$ cat src/rtl/dvs_ravens_pkg.sv
// -----------------------------------------------------------------------------
// dvs_ravens_pkg
// Shared types and constants for the DVS event path and the RAVENS packet
// link: event word layout, packet tags, scheduler FSM states, and a helper
// that decides whether a timestamp delta fits the short packet form.
// -----------------------------------------------------------------------------
package dvs_ravens_pkg;

    localparam int X_BITS          = 9;
    localparam int Y_BITS          = 9;
    localparam int TS_BITS         = 47;
    localparam int EVENT_BITS      = X_BITS + Y_BITS + 1 + TS_BITS;  // 66
    localparam int RAVENS_PKT_BITS = 32;
    localparam int DELTA_BITS      = 11;

    // Split point of the timestamp between the TSH and TSL packets.
    localparam int TS_LO_BITS      = 17;

    localparam logic [1:0] PKT_TAG_SHORT = 2'b00;
    localparam logic [1:0] PKT_TAG_HDR   = 2'b01;
    localparam logic [1:0] PKT_TAG_TSH   = 2'b10;
    localparam logic [1:0] PKT_TAG_TSL   = 2'b11;

    typedef enum logic [2:0] {
        SCH_IDLE,
        SCH_P0,
        SCH_P1,
        SCH_P2
    } sched_state_t;

    // Event word as it leaves the queue: {x, y, pol, ts}, x in the MSBs.
    typedef struct packed {
        logic [X_BITS-1:0]  x;
        logic [Y_BITS-1:0]  y;
        logic               pol;
        logic [TS_BITS-1:0] ts;
    } dvs_event_t;

    // True when the delta is representable in the short-form payload.
    function automatic logic delta_fits(input logic [TS_BITS-1:0] delta);
        return (delta[TS_BITS-1:DELTA_BITS] == '0);
    endfunction

endpackage

$ cat src/rtl/ravens_pkt_fmt.sv
// -----------------------------------------------------------------------------
// ravens_pkt_fmt
// Purely combinational packet formatter. Maps the captured event, the current
// scheduler state and the short-form flag/delta to the 32-bit packet payload.
// Outside P0..P2 the payload is all zeros.
//
// Ports:
//   evt_i       in   EVENT_W     captured event word
//   state_i     in   3           scheduler state (sched_state_t encoding)
//   short_i     in   1           current event uses the single-packet form
//   delta_i     in   DELTA_BITS  timestamp delta for the short form
//   pkt_data_o  out  PKT_W       packet payload
// -----------------------------------------------------------------------------
module ravens_pkt_fmt
    import dvs_ravens_pkg::*;
#(
    parameter int EVENT_W = EVENT_BITS,
    parameter int PKT_W   = RAVENS_PKT_BITS
) (
    input  logic [EVENT_W-1:0]    evt_i,
    input  logic [2:0]            state_i,
    input  logic                  short_i,
    input  logic [DELTA_BITS-1:0] delta_i,
    output logic [PKT_W-1:0]      pkt_data_o
);

    dvs_event_t evt;
    assign evt = evt_i;

    // NOTE: every signal written in an always_comb gets a default on its
    // first line, so no path leaves it unassigned and no latch is inferred.
    always_comb begin
        pkt_data_o = '0;
        case (state_i)
            SCH_P0: begin
                if (short_i) begin
                    pkt_data_o = {PKT_TAG_SHORT, evt.x, evt.y, evt.pol, delta_i};
                end else begin
                    pkt_data_o = {PKT_TAG_HDR, evt.x, evt.y, evt.pol,
                                  {DELTA_BITS{1'b0}}};
                end
            end
            SCH_P1:  pkt_data_o = {PKT_TAG_TSH, evt.ts[TS_BITS-1:TS_LO_BITS]};
            SCH_P2:  pkt_data_o = {PKT_TAG_TSL, 13'b0, evt.ts[TS_LO_BITS-1:0]};
            default: pkt_data_o = '0;
        endcase
    end

endmodule

$ cat src/rtl/ravens_pkt_sched.sv
// -----------------------------------------------------------------------------
// ravens_pkt_sched
// Drains the DVS event queue (first-word-fall-through FIFO) and serializes
// each event into RAVENS packets over a valid/ready link. Long form is three
// packets (HDR, TSH, TSL); back-to-back events follow with no bubble.
//
// Build option: define RAVENS_TS_DELTA_EN to enable timestamp-delta
// compression. An event whose timestamp is within 2^11 of the previously
// captured one is then sent as a single short packet.
//
// Ports:
//   clk        in   1        clock, rising edge
//   rst_n      in   1        asynchronous active-low reset
//   en         in   1        permit popping new events
//   evt_empty  in   1        queue empty
//   evt_data   in   EVENT_W  head-of-queue event
//   evt_rd_en  out  1        pop strobe, one cycle per event
//   pkt_data   out  PKT_W    packet payload
//   pkt_valid  out  1        packet valid
//   pkt_ready  in   1        downstream accepts
//   busy       out  1        an event is being serialized
//   evt_sent   out  CNT_W    count of fully transferred events (wraps)
// -----------------------------------------------------------------------------
module ravens_pkt_sched
    import dvs_ravens_pkg::*;
#(
    parameter int EVENT_W = EVENT_BITS,
    parameter int PKT_W   = RAVENS_PKT_BITS,
    parameter int CNT_W   = 32
) (
    input  logic               clk,
    input  logic               rst_n,
    input  logic               en,
    input  logic               evt_empty,
    input  logic [EVENT_W-1:0] evt_data,
    output logic               evt_rd_en,
    output logic [PKT_W-1:0]   pkt_data,
    output logic               pkt_valid,
    input  logic               pkt_ready,
    output logic               busy,
    output logic [CNT_W-1:0]   evt_sent
);

    sched_state_t          state_q, state_d;
    logic [EVENT_W-1:0]    evt_q, evt_d;
    logic [CNT_W-1:0]      sent_q, sent_d;
    logic                  short_q;
    logic [DELTA_BITS-1:0] delta_q;

    logic xfer;
    logic last_pkt;
    logic capture;

    assign pkt_valid = (state_q != SCH_IDLE);
    assign busy      = pkt_valid;
    assign xfer      = pkt_valid && pkt_ready;
    assign evt_sent  = sent_q;

    // The packet now on the link is the event's last one.
    assign last_pkt = (state_q == SCH_P2) || ((state_q == SCH_P0) && short_q);

    // Pop from IDLE, or chain the next event onto the final transfer.
    assign capture = en && !evt_empty &&
                     ((state_q == SCH_IDLE) || (xfer && last_pkt));

    // While reset is held the FSM sits in IDLE, which would otherwise let
    // capture pop (and lose) an event; the strobe is masked by reset.
    assign evt_rd_en = capture && rst_n;

`ifdef RAVENS_TS_DELTA_EN
    logic [TS_BITS-1:0]    prev_ts_q, prev_ts_d;
    logic                  have_prev_q, have_prev_d;
    logic                  short_d;
    logic [DELTA_BITS-1:0] delta_d;
    logic [TS_BITS-1:0]    delta_full;
    dvs_event_t            head;

    assign head = evt_data;

    // Modular subtraction: a wrapped timestamp still yields a small delta.
    assign delta_full = head.ts - prev_ts_q;

    always_comb begin
        prev_ts_d   = prev_ts_q;
        have_prev_d = have_prev_q;
        short_d     = short_q;
        delta_d     = delta_q;
        // evt_data is only consumed on capture, which implies a non-empty queue.
        if (capture) begin
            prev_ts_d   = head.ts;
            have_prev_d = 1'b1;
            short_d     = have_prev_q && delta_fits(delta_full);
            delta_d     = delta_full[DELTA_BITS-1:0];
        end
    end

    always_ff @(posedge clk or negedge rst_n) begin
        if (!rst_n) begin
            prev_ts_q   <= '0;
            have_prev_q <= 1'b0;
            short_q     <= 1'b0;
            delta_q     <= '0;
        end else begin
            prev_ts_q   <= prev_ts_d;
            have_prev_q <= have_prev_d;
            short_q     <= short_d;
            delta_q     <= delta_d;
        end
    end
`else
    assign short_q = 1'b0;
    assign delta_q = '0;
`endif

    always_comb begin
        state_d = state_q;
        evt_d   = evt_q;
        sent_d  = sent_q;

        if (capture) begin
            evt_d = evt_data;
        end

        if (xfer && last_pkt) begin
            sent_d = sent_q + CNT_W'(1);
        end

        case (state_q)
            SCH_IDLE: begin
                if (capture) state_d = SCH_P0;
            end
            SCH_P0: begin
                if (xfer) begin
                    if (short_q) state_d = capture ? SCH_P0 : SCH_IDLE;
                    else         state_d = SCH_P1;
                end
            end
            SCH_P1: begin
                if (xfer) state_d = SCH_P2;
            end
            SCH_P2: begin
                if (xfer) state_d = capture ? SCH_P0 : SCH_IDLE;
            end
            default: state_d = SCH_IDLE;
        endcase
    end

    // NOTE: sequential state uses non-blocking assignments so every register
    // samples the pre-edge value of every other register.
    always_ff @(posedge clk or negedge rst_n) begin
        if (!rst_n) begin
            state_q <= SCH_IDLE;
            evt_q   <= '0;
            sent_q  <= '0;
        end else begin
            state_q <= state_d;
            evt_q   <= evt_d;
            sent_q  <= sent_d;
        end
    end

    ravens_pkt_fmt #(
        .EVENT_W (EVENT_W),
        .PKT_W   (PKT_W)
    ) u_fmt (
        .evt_i      (evt_q),
        .state_i    (state_q),
        .short_i    (short_q),
        .delta_i    (delta_q),
        .pkt_data_o (pkt_data)
    );

endmodule
$ cat config.mk
export PLATFORM = sky130hd
export DESIGN_NAME = ravens_pkt_sched
export DESIGN_NICKNAME = d
export VERILOG_FILES = /design/src/rtl/dvs_ravens_pkg.sv /design/src/rtl/ravens_pkt_fmt.sv /design/src/rtl/ravens_pkt_sched.sv
export SDC_FILE = /design/constraint.sdc
export NUM_CORES = 1
export LEC_CHECK = 0
export CAP_MARGIN = 20
export CORE_MARGIN = 2
export CORE_UTILIZATION = 52
export DETAILED_ROUTE_END_ITERATION = 16
export GPL_TIMING_DRIVEN = 0
export PLACE_DENSITY = 0.86
export SLEW_MARGIN = 20
export SYNTH_ARGS = -nofsm -noshare
export SYNTH_HDL_FRONTEND = slang
export SYNTH_HIERARCHICAL = 1
export SYNTH_SLANG_ARGS = --single-unit
$ cat constraint.sdc
create_clock -name clk -period 2.8 [get_ports clk]
set_clock_uncertainty 0.05 [all_clocks]
set_input_delay 0.42 -clock clk [delete_from_list [all_inputs] [get_ports clk]]
set_output_delay 0.42 -clock clk [all_outputs]
set_load 0.02 [all_outputs]
# After elaboration in Yosys (flattened, before gate mapping)
# Index checks and enable logic that the tools add are counted.
[classes] n_mux=7 n_eq_ne=7 n_reduce_logical=10 addsub=1
[ops] op="$pmux 32 s3" count=1
[ops] op="$add 32x1->32 const B" count=1
[ops] op="$mux 3" count=4
[ops] op="$pmux 3 s4" count=1
[ops] op="$ne 2x2->1 const B" count=4
[ops] op="$eq 3x2->1 const B" count=2
[ops] op="$logic_and 1x1->1" count=5
[ops] op="$reduce_and 4->1" count=1
[ops] op="$eq 3x1->1 const B" count=1
[ops] op="$logic_not 3->1" count=1
[ops] op="$reduce_bool 3->1" count=1
[ops] op="$logic_not 1->1" count=1
[ops] op="$logic_or 1x1->1" count=1
[ops] op="$mux 1" count=1
[word_totals] input_bits=71 regBits=101 output_inout_bits=67 wordCells=28

# Longest topological paths before layout
[depth] depth_word=8 mapped_depth=7 mapped_depth_nobuf=6

# By module
# The synthesis kept the hierarchy.
[modules_own_cells] mod="ravens_pkt_sched" seq_area_each_um2=2502.4 n_inst=1 cells_per_inst=293 area_each_um2=4174.0
[modules_own_cells] mod="ravens_pkt_fmt" seq_area_each_um2=0.0 n_inst=1 cells_per_inst=84 area_each_um2=713.2

# Worst setup path before layout
# OpenSTA, ideal clock, no wires.
[synth_timing] kind="reg-to-output" startpoint="register state_q[0]" endpoint="output pkt_data[11]" path_buffers=3 required_ns=2.330 slack_ns=0.855 stages_incl_launch_ff=6 arrival_time_ns=1.475 path_cell_list="dfrtp_1 buf_4 buf_4 buf_2 a21oi_1 a211oi_1"
[synth_via] elab_chain_cells=2 word_cells_on_any_way=4 cone_classes="eq/ne (3); mux (1)"
[synth_rtl] item="from (decl)" line="ravens_pkt_sched.sv:44" rtl="sched_state_t state_q, state_d;"
[synth_rtl] item="from (signal assigned)" line="ravens_pkt_sched.sv:156" rtl="state_q <= state_d;"
[synth_rtl] item="$eq 3x2->1 / $eq 3x1->1 (equally long branches)" line="ravens_pkt_fmt.sv:34" rtl="case (state_i)"
[synth_rtl] item="$pmux 32 s3 (*)" line="ravens_pkt_fmt.sv:34"
[synth_rtl] item="to (decl)" line="ravens_pkt_sched.sv:37" rtl="output logic [PKT_W-1:0] pkt_data,"
# Every way passes the cells marked *; elsewhere a longest branch is shown, timed or not.

# Worst setup path after layout
[layout_timing] startpoint="register state_q[0]" endpoint="output pkt_data[5]"
# The elaborated chain is that of the path after synthesis.

==> metrics.cfg <==
[timing]
rsz0062_at_grt = false
min_period_over_period_pct = 97.1
max_freq_mhz = 368
setup_viol = 0
fin_crit_ns = 2.72
hold_viol_final = 0
slew_viol_final = 0

[logic_synthesis]
yosysSeqAreaShare_pct = 51.2
ys_ff_latch = 100
postSynthCellCount = 377
netlist_area_um2 = 4890
ys_warn_count = 6
synth_cell_types = 41
ys.flop_type = dfrtp_1
async_flop_share_pct = 100
synth_edf_count = 0
syn_avg_cell_area_um2 = 13.0

[route]
ant_nets = 0
drc = 0
drt_first_pass_iters = 4
drt-initial-drc-count = 182
routedWlPerCell_um = 17.5
vias_per_cell = 5.54
wirelength_um = 11600
vias = 3681

[pwr]
p_clk_share_pct = 15.3
combinationalPowerShare_pct = 43.3
p_int_w = 0.00363
sw_frac_of_total_pct = 34.3
power_frac_seq_pct = 41.3
power.switching_w = 0.00190
peakVddDrop_mv = 0.461
powerDensity_nw_per_um2 = 818
p_total_w = 0.00553
leakagePower_nw = 3.31

[clock_network]
cts_sinks = 100
clkLatencyLatePin_ns = 0.36
clock_tree.root_cell = clkbuf_8
h-tree-depth = 3
cts-buffers-inserted = 9
cts.clk_slew.worst_paths_ns = 0.10
clk_path_buf_depth = 2
cts_tree = yes

[grt]
grt_pass1_wl_um = 19300
grt_usage_pct = 24.1
grt_pass1_vias = 3900
antenna_found_initial = 0
gr-total-overflow = 0
grt_max_degree = 68

[floorplanning]
core_um2 = 9200
num_rows = 35
dieHeight_um = 101
ios = 138
dieWidth_um = 101
initial_core_util_pct = 53.1
die_area_um2 = 10200

[worst_setup_path]
cp.arrival_ns = 2.25
crit_type = flip-flop to primary output
crit_path_start_kind = flip-flop
cp_slowest_cell = clkdlybuf4s50_1
critPathBufInv = 3
max_stage_delay_ns = 0.56
critPathTopFamily = buffers and inverters
critPathCaptureType = primary output
cp_data_required_time_ns = 2.33
r2r_setup_slack_ns = 0.73
cp_max_fo = 10
path_cells = buf_4 -> clkbuf_2 -> and4b_1 -> a211o_1 -> clkdlybuf4s50_1

[worst_hold_path]
hp-class = flip-flop to flip-flop

[outcome]
status = complete, no violations

[finish]
layout-drive-gt1-share_pct = 22.4
syn_to_final_growth_pct = 38.4
diodes = 0
final_cells = 664
fin_nets = 624

[placement]
place_congestion = 0.831
place_hpwl_um = 8510
dp_cells = 644
portBuffers = 137

[job]
cap_violations = 0

[per-stage QoR]
step / setup TNS (ns) / utilization [%] / instance area (µm²) / setup slack [ns] / hold WS (ns)
3_3_place_gp: -244.35 / 70.3 / 6460 / -2.84 / 0.408
2_1_floorplan: 0 / - / 4950 / 0.855 / 0.0744
4_1_cts: -0.0581 / 72.7 / 6680 / -0.0515 / 0.449
5_1_grt: 0 / 73.5 / 6760 / 0.00641 / 0.473
6_report: 0 / 73.5 / 6760 / 0.0801 / 0.445
3_5_place_dp: -0.269 / 70.6 / 6490 / -0.269 / 0.285
[cells in the mapped netlist, types with 7 or more instances]
cell       n  area (µm²)
a211o_1   11        96.3
a21oi_1    9        45.0
a22o_1    13         114
and3_1     9        56.3
and4b_1   11         110
buf_2     11        55.1
buf_4      9        67.6
dfrtp_1  100        2500
mux2_2    68         766
nand2_1   11        41.3
nand3_1    9        45.0
nand4_1   10        62.6
nor3_1     7        35.0
xnor2_1   20         175
xor2_1    11        96.3
[layout by cell type, fill, tap and decap left out, types with 10 or more instances in the layout]
cell             count
and4b_1             11
dlymetal6s2s_1      15
clkdlybuf4s50_1    116
clkbuf_8            10
a211o_1             11
conb_1              19
nand4_1             10
mux2_2              68
buf_4               13
xnor2_1             20
nand2_1             11
dfrtp_1             98
xor2_1              11
a22o_1              13
[worst reg2reg max path: cells and delay by family (launching register included)]
family                   cells  cell delay (ns)
flip-flops                   1             0.45
buffers and inverters        4             0.57
multiplexers                 1             0.37
adder cells (fa/ha/maj)      1             0.24
AND/OR/NAND/NOR              1             0.19
AO/OA/AOI/OAI                1             0.08
[kinds of logic after synthesis]
family,share of synthesized area [%]
flops,51.2
simple gates,15.1
mux,16.9
compound gates,6.35
xor+xnor,5.56
buf+inv,3.51
fa+ha+maj,1.28
other cells,0.0767
[power by group through the flow]
stage,Combinational [W],Clock [W],Sequential [W]
finish,0.00240,0.000848,0.00229
floorplan,0.00155,0,0.00223
global placement,0.00230,0,0.00227
CTS,0.00239,0.000872,0.00228
global route,0.00258,0.000931,0.00236
detailed placement,0.00238,0,0.00231
[registers in the layout, summed over array words and instances (netlist names)]
register	flops
evt_q	66
state_q	2
evt_sent	32
[final cells by class]
cell class | instances | area, µm²
Clock inverter | 5 | 35.0
Tap cell | 111 | 139
Fill cell | 662 | 2430
Inverter | 4 | 15.0
Timing Repair Buffer | 142 | 1460
Clock buffer | 11 | 141
Sequential cell | 100 | 2500
Multi-Input combinational cell | 266 | 2290
Buffer | 25 | 174
[final timing paths]
path	from	endpoint	depth (start not counted)
max reg2reg	state_q[0]$_DFFE_PN0P_	evt_q[61]$_DFFE_PN0N_	8
max	state_q[0]$_DFFE_PN0P_	pkt_data[5]	5
min	evt_sent[17]$_DFFE_PN0P_	evt_sent[17]$_DFFE_PN0P_	1
min in group asynchronous	rst_n	evt_sent[11]$_DFFE_PN0P_	2
max in group asynchronous	rst_n	evt_q[46]$_DFFE_PN0N_	3
min reg2reg	evt_sent[17]$_DFFE_PN0P_	evt_sent[17]$_DFFE_PN0P_	1
[layer usage]
| metal | global-route usage (%) | routed length, µm |
|---|---|---|
| met5 | 0 | 0 |
| met4 | 6.76 | 189 |
| met3 | 5.76 | 720 |
| met2 | 40.4 | 5810 |
| met1 | 31.3 | 4880 |
[timing repair]
action                     4_1_cts  5_1_grt
hold endpoints to repair        34        0
setup endpoints to repair       25       22
hold buffers                     1        0
pin swaps                        1        0
gates cloned                     0        0
setup buffers                    0        3
gates resized for setup         10       23
No activity file was read; power rests on OpenSTA's default activity.
